### src/rtl/instr_fetch_sequencer_pkg.sv
// Shared fetch definitions: FSM encodings, fetch-queue entry layout and the
// default reset PC / memory depth also used by the instruction memory.
package instr_fetch_sequencer_pkg;

    typedef enum logic [0:0] {
        FETCH_RUN  = 1'b0,
        FETCH_HALT = 1'b1
    } fetch_state_t;

    typedef struct packed {
        logic [31:0] pc;
        logic [31:0] instr;
    } fetch_entry_t;

    localparam logic [31:0] DEFAULT_RESET_PC  = 32'd0;
    localparam int unsigned DEFAULT_MEM_WORDS = 1024;

endpackage

### src/rtl/instr_fetch_sequencer_fifo.sv
// DEPTH-entry {pc, instr} queue with registered head; push to head visible next cycle.
// Push while full is accepted only alongside a pop; flush empties it and beats push/pop.
module fetch_fifo
    import instr_fetch_sequencer_pkg::*;
#(
    parameter int unsigned DEPTH = 2
) (
    input  logic                       clk,
    input  logic                       rst,
    input  logic                       push,
    input  logic                       pop,
    input  logic                       flush,
    input  fetch_entry_t               wr_dat,
    output fetch_entry_t               rd_dat,
    output logic                       full,
    output logic                       empty,
    output logic [$clog2(DEPTH):0]     count
);

    localparam int unsigned AW = $clog2(DEPTH);
    localparam int unsigned CW = AW + 1;
    localparam logic [CW-1:0] FULL_CNT = CW'(DEPTH);

    fetch_entry_t      mem [DEPTH];
    logic [AW-1:0]     wr_ptr;
    logic [AW-1:0]     rd_ptr;
    logic              do_push;
    logic              do_pop;

    assign full   = (count == FULL_CNT);
    assign empty  = (count == '0);
    assign rd_dat = mem[rd_ptr];

    // A full queue takes a push only when the head leaves in the same cycle.
    assign do_push = push & (~full | pop);
    assign do_pop  = pop & ~empty;

    always_ff @(posedge clk or posedge rst) begin
        if (rst) begin
            wr_ptr <= '0;
            rd_ptr <= '0;
            count  <= '0;
            for (int unsigned i = 0; i < DEPTH; i++) begin
                mem[i] <= '0;
            end
        end else if (flush) begin
            wr_ptr <= '0;
            rd_ptr <= '0;
            count  <= '0;
        end else begin
            if (do_push) begin
                mem[wr_ptr] <= wr_dat;
                wr_ptr      <= wr_ptr + 1'b1;
            end
            if (do_pop) begin
                rd_ptr <= rd_ptr + 1'b1;
            end
            case ({do_push, do_pop})
                2'b10:   count <= count + 1'b1;
                2'b01:   count <= count - 1'b1;
                default: count <= count;
            endcase
        end
    end

endmodule

### src/rtl/instr_fetch_sequencer.sv
// Owns the fetch PC, queues {pc, instr} toward decode; word fetched in cycle N is at out_* in N+1.
// Fetch stalls while the queue is full and not popping; halts on end-of-program or out-of-range PC.
module instr_fetch_sequencer
    import instr_fetch_sequencer_pkg::*;
#(
    parameter logic [31:0] RESET_PC  = DEFAULT_RESET_PC,
    parameter int unsigned MEM_WORDS = DEFAULT_MEM_WORDS,
    parameter int unsigned DEPTH     = 2
) (
    input  logic        clk,
    input  logic        rst,
    output logic [31:0] imem_pc,
    input  logic [31:0] imem_instr,
    input  logic        imem_isdone,
    input  logic        redirect_valid,
    input  logic [31:0] redirect_pc,
    output logic        out_valid,
    output logic [31:0] out_instr,
    output logic [31:0] out_pc,
    input  logic        out_ready,
    output logic        halted
);

    localparam logic [31:0] MEM_LIMIT = 32'(MEM_WORDS);

    fetch_state_t           state;
    fetch_state_t           state_nxt;
    logic [31:0]            fetch_pc;
    logic [31:0]            fetch_pc_nxt;
    logic                   push;
    logic                   flush;
    logic                   pop;
    logic                   space;
    logic                   out_of_range;
    logic                   fifo_full;
    logic                   fifo_empty;
    logic [$clog2(DEPTH):0] fifo_count;
    fetch_entry_t           wr_entry;
    fetch_entry_t           head;

    assign imem_pc      = fetch_pc;
    assign out_valid    = ~fifo_empty;
    assign out_instr    = head.instr;
    assign out_pc       = head.pc;
    assign pop          = out_valid & out_ready;
    assign space        = ~fifo_full | pop;
    assign out_of_range = (fetch_pc >= MEM_LIMIT);
    assign halted       = (state == FETCH_HALT) & (fifo_count == '0);

    assign wr_entry.pc    = fetch_pc;
    assign wr_entry.instr = imem_instr;

    always_ff @(posedge clk or posedge rst) begin
        if (rst) begin
            state    <= FETCH_RUN;
            fetch_pc <= RESET_PC;
        end else begin
            state    <= state_nxt;
            fetch_pc <= fetch_pc_nxt;
        end
    end

    // Redirect wins in any state; the queue flush also swallows a same-cycle pop.
    always_comb begin
        state_nxt    = state;
        fetch_pc_nxt = fetch_pc;
        push         = 1'b0;
        flush        = 1'b0;
        if (redirect_valid) begin
            flush        = 1'b1;
            fetch_pc_nxt = redirect_pc;
            state_nxt    = FETCH_RUN;
        end else if (state == FETCH_RUN) begin
            if (imem_isdone | out_of_range) begin
                state_nxt = FETCH_HALT;
            end else if (space) begin
                push         = 1'b1;
                fetch_pc_nxt = fetch_pc + 32'd1;
            end
        end
    end

    fetch_fifo #(
        .DEPTH (DEPTH)
    ) u_fifo (
        .clk    (clk),
        .rst    (rst),
        .push   (push),
        .pop    (pop),
        .flush  (flush),
        .wr_dat (wr_entry),
        .rd_dat (head),
        .full   (fifo_full),
        .empty  (fifo_empty),
        .count  (fifo_count)
    );

endmodule

### config.mk
export PLATFORM = sky130hd
export DESIGN_NAME = instr_fetch_sequencer
export DESIGN_NICKNAME = d
export VERILOG_FILES = /design/src/rtl/instr_fetch_sequencer_pkg.sv /design/src/rtl/instr_fetch_sequencer_fifo.sv /design/src/rtl/instr_fetch_sequencer.sv
export SDC_FILE = /design/constraint.sdc
export NUM_CORES = 1
export LEC_CHECK = 0
export ABC_AREA = 1
export BUFFER_PORTS_ARGS = -buffer_cell sky130_fd_sc_hd__buf_2
export CAP_MARGIN = 10
export CORE_MARGIN = 10
export CORE_UTILIZATION = 55
export DETAILED_ROUTE_END_ITERATION = 7
export PLACE_DENSITY = 0.77
export SYNTH_ARGS = -nofsm -noshare
export SYNTH_HDL_FRONTEND = slang
export SYNTH_HIERARCHICAL = 1
export SYNTH_SLANG_ARGS = --single-unit
### constraint.sdc
create_clock -name clk -period 9.1 [get_ports clk]
set_input_delay 2.73 -clock clk [delete_from_list [all_inputs] [get_ports clk]]
set_output_delay 2.73 -clock clk [all_outputs]
set_load 0.01 [all_outputs]
==> summary.txt <==
=================================================================================================================
Clock tree from TritonCTS                                                                                    done
Number of buffers inserted for hold repair after clock tree synthesis                                           0
Maximum resistive drop on vdd                                                                              127 µV
Slack of the worst reg-to-reg path                                                                        5.65 ns
Global route overflow                                                                                           0
Most used cells in the layout excluding fill and tap cells                                           nand2_1, buf_2, dfrtp_1, o21ai_2, inv_1
Routed Wire Length                                                                                       19400 µm
Final routed wire length divided by cell count                                                            14.8 µm
Std cell rows                                                                                                  44
Postcts setup bufs                                                                                              0
Endpoint of the lowest-slack register-to-register path                                               u_fifo/mem[19]$_DFFE_PP0P_
Vertical die dimension                                                                                     141 µm
Clock tree root driver cell                                                                             clkbuf_16
Endpoints failing setup                                                                                         0
Max clock buf depth                                                                                             2
Synthesized area                                                                                      0.00810 mm²
Total Nets Final                                                                                             1181
Max-slew violation count                                                                                        0
Sw power                                                                                                 0.418 mW
Placed Cells incl. Taps                                                                                      1275
Gr usage total                                                                                              19.5%
Total nets after synthesis                                                                                   1043
Levels on crit path                                                                                            12
Smallest hold slack                                                                                      0.480 ns
Via Count                                                                                                    6572
Worst Setup End Kind                                                                                         flop
Area growth from synthesis to layout                                                                        16.0%
Slew at the pin closest to its max-slew limit                                                             1.16 ns
Worst endpoint required time                                                                              9.37 ns
Post-synthesis cell type count                                                                                 27
Number of buffers added by the clock tree synthesis step                                                       17
R2R Path Start                                                                                       u_fifo/count[0]$_DFFE_PP0P_
Cell count after synthesis                                                                                    972
Worst setup path category                                                                               in -> reg
End point of the critical path                                                                       u_fifo/mem[19]$_DFFE_PP0P_
Critical path launch point                                                                            imem_isdone
Share of layout cells above drive strength 1                                                                29.4%
Dominant combinational cell family by area after synthesis                                           simple AND/OR/NAND/NOR gates
Flops & latches, synth                                                                                        165
Power per standard cell area                                                                           175 mW/mm²
Normalized max-slew margin                                                                                  22.8%
Total negative slack for setup checks                                                                        0 ns
Pin count of the biggest net entering global routing                                                          130
Complex-gate fraction of the synthesized area                                                               13.4%
Reported max-cap violation count                                                                                0
Largest clock skew in the final design                                                                 0.00657 ns
Floorplan core area                                                                                    0.0145 mm²
Number of antenna violations at the first check in global routing                                               0
RD Place Congestion                                                                                         0.844
Area share of the largest cell type after synthesis                                                         51.0%
H-tree levels                                                                                                   4
Remaining routing DRC violations                                                                                0
Final Instance Count excl. Fillers                                                                           1307
Min-delay worst type                                                                                   reg -> reg
Number of sinks on the clock net                                                                              165
Critical Path Start Type                                                                             primary input
Cell Chain, Critical Path                                                                            buf_2 -> nor2_1 -> nand2_1 -> nor2_2 -> nand4_4 -> nor2_1 -> nand2_2 -> inv_2 -> nand3_4 -> buf_4 -> nand2_1 -> o21ai_2
Net Sw Frac                                                                                                 25.4%
DRT iter0 DRCs                                                                                                490
DP HPWL                                                                                                  12900 µm
Avg Vias per Cell                                                                                            5.03
Overall Power                                                                                             1.65 mW
Source-to-sink clock delay at the later pin of the worst-skew pair                                        0.42 ns
Critical-path cell with the highest stage delay                                                             buf_4
Share of synthesized area occupied by flip-flops and latches                                                51.0%
Core utilization of the finished layout                                                                     64.9%
1st-pass router iterations                                                                                      5
Max Fclk                                                                                                0.194 GHz
Most common cell after layout, fill and taps aside                                                        nand2_1
Number of primary I/O pins                                                                                    167
Sequential group share of total power                                                                       47.4%
WP data arrival                                                                                           5.43 ns
Post-synthesis simple-gate area fraction                                                                    25.9%
Total count of hold-check failures in the final report                                                          0
Final critical-path required period                                                                       5.17 ns
Largest stage delay on the critical path                                                                  0.61 ns
Top Family by Delay on Critical Path                                                                 simple AND/OR/NAND/NOR gates
Area of the die                                                                                        0.0200 mm²
Leakage power figure                                                                                      5.27 nW
Maximum fanout along the worst path                                                                            91
Chip width                                                                                                 141 µm
Clock-pin slew on the worst setup and hold paths                                                          0.06 ns
Biggest area contributors in the synthesized netlist                                                 dfrtp_1, nand2_1, o21ai_2
Number of nets with antenna violations after routing                                                            0
Vias in the first global route                                                                               6324
Final antenna diode count                                                                                       0
IO buf count                                                                                                  166
Number of resized instances in the post-cts repair step                                                         0
Effective utilization at floorplan                                                                          55.9%
Length in cells of the worst reg-to-reg path                                                                   12
Result of the run                                                                                    finished clean
Post-route clock period utilization                                                                         56.8%
First-pass GRT wire length                                                                               32000 µm
XOR/XNOR Fraction of Synth Area                                                                            0.216%
Portion of total power attributed to combinational logic                                                     9.6%
Mux cell area share after synthesis                                                                            0%
Internal power                                                                                            1.23 mW
Unrepaired setup endpoints after global routing                                                             false
Count of yosys warnings during synthesis                                                                        6
Part of the power in the clock network                                                                      43.0%
Arithmetic-cell share of the synthesized area counting full adders, half adders and majority gates         0.309%
Buf+Inv Stages, Crit Path                                                                                       3
Largest area contributor in the netlist                                                                   dfrtp_1
Mean cell area of the mapped netlist                                                                     8.33 µm²
=================================================================================================================
==> state kept, by name (all words and copies together), names as in the netlist <==
name,count
u_fifo/wr_ptr,1
u_fifo/count,2
u_fifo/rd_ptr,1
state,1
imem_pc,32
u_fifo/mem,128
==> Yosys cell counts <==
master and number:
nor3b_1 1, o21ai_2 110, xor2_1 1, nand3_2 2
nand2_2 3, nand4_1 2, inv_1 84, o21ai_0 7
buf_1 3, o21ai_1 14, dfrtp_1 165, buf_2 2
nand2_1 405, clkbuf_1 17, a21oi_1 1, nor2_1 76
a21o_1 2, ha_1 2, inv_2 3, nand3b_1 1
or2_2 2, buf_4 2, nand4_4 1, buf_6 28
nor2_2 5, xnor2_1 1, nand3_1 32
==> worst reg2reg max path, cell delays in order (launching register included) <==
cell and delay (ns):
dfrtp_1 0.48, inv_2 0.07, nand2_1 0.10, inv_1 0.08
o21ai_1 0.30, nand4_4 0.29, nor2_1 0.27, nand2_2 0.10
inv_2 0.14, nand3_4 0.42, buf_4 0.62, nand2_1 0.35
o21ai_2 0.08
==> cell families after synthesis <==
kind of cell,after synthesis
AND/OR/NAND/NOR,530
flip-flops,165
buffers and inverters,139
AO/OA/AOI/OAI,134
XOR/XNOR,2
adder cells (fa/ha/maj),2
==> layout make-up <==
cell class              count  area [µm²]
multi-input cells         668        3250
repair buffers            171         868
clock buffers              23         488
inverters                  87         332
clock inverters             9         100
well taps                 184         230
flip-flops and latches    165        4130
fillers                  1265        5080
==> per-layer routing <==
metal	wire length (µm)	GRT usage, %	part of all wire, %
met5	0	0	0
met4	197	6.14	1.0
met3	1620	5.97	8.3
met2	8890	29.4	46
met1	8650	26.3	45
==> how the worst min path moves through the flow <==
stage | start | endpoint | cells after the start
after floorplan | u_fifo/mem[64]$_DFFE_PP0P_ | u_fifo/mem[64]$_DFFE_PP0P_ | 2
after CTS | u_fifo/mem[30]$_DFFE_PP0P_ | u_fifo/mem[30]$_DFFE_PP0P_ | 2
after global placement | u_fifo/mem[114]$_DFFE_PP0P_ | u_fifo/mem[114]$_DFFE_PP0P_ | 2
after detailed placement | u_fifo/mem[30]$_DFFE_PP0P_ | u_fifo/mem[30]$_DFFE_PP0P_ | 2
after global routing | u_fifo/mem[85]$_DFFE_PP0P_ | u_fifo/mem[85]$_DFFE_PP0P_ | 2
final | u_fifo/mem[31]$_DFFE_PP0P_ | u_fifo/mem[31]$_DFFE_PP0P_ | 2
==> stage by stage <==
stage               setup WS [ns]  cell area, µm²
finish                       3.93            9400
global route                 3.74            9400
CTS                          3.99            9400
detailed placement           3.59            8810
global placement             3.69            8810
floorplan                    2.84            8100
==> power groups by stage <==
stage | logic (mW) | registers, mW | clock network (mW)
floorplan | 0.0946 | 0.789 | 0
global route | 0.179 | 0.782 | 0.753
finish | 0.158 | 0.780 | 0.709
detailed placement | 0.160 | 0.793 | 0
CTS | 0.161 | 0.779 | 0.722
global placement | 0.158 | 0.793 | 0
Note: power is estimated with default switching activity, not from simulation.
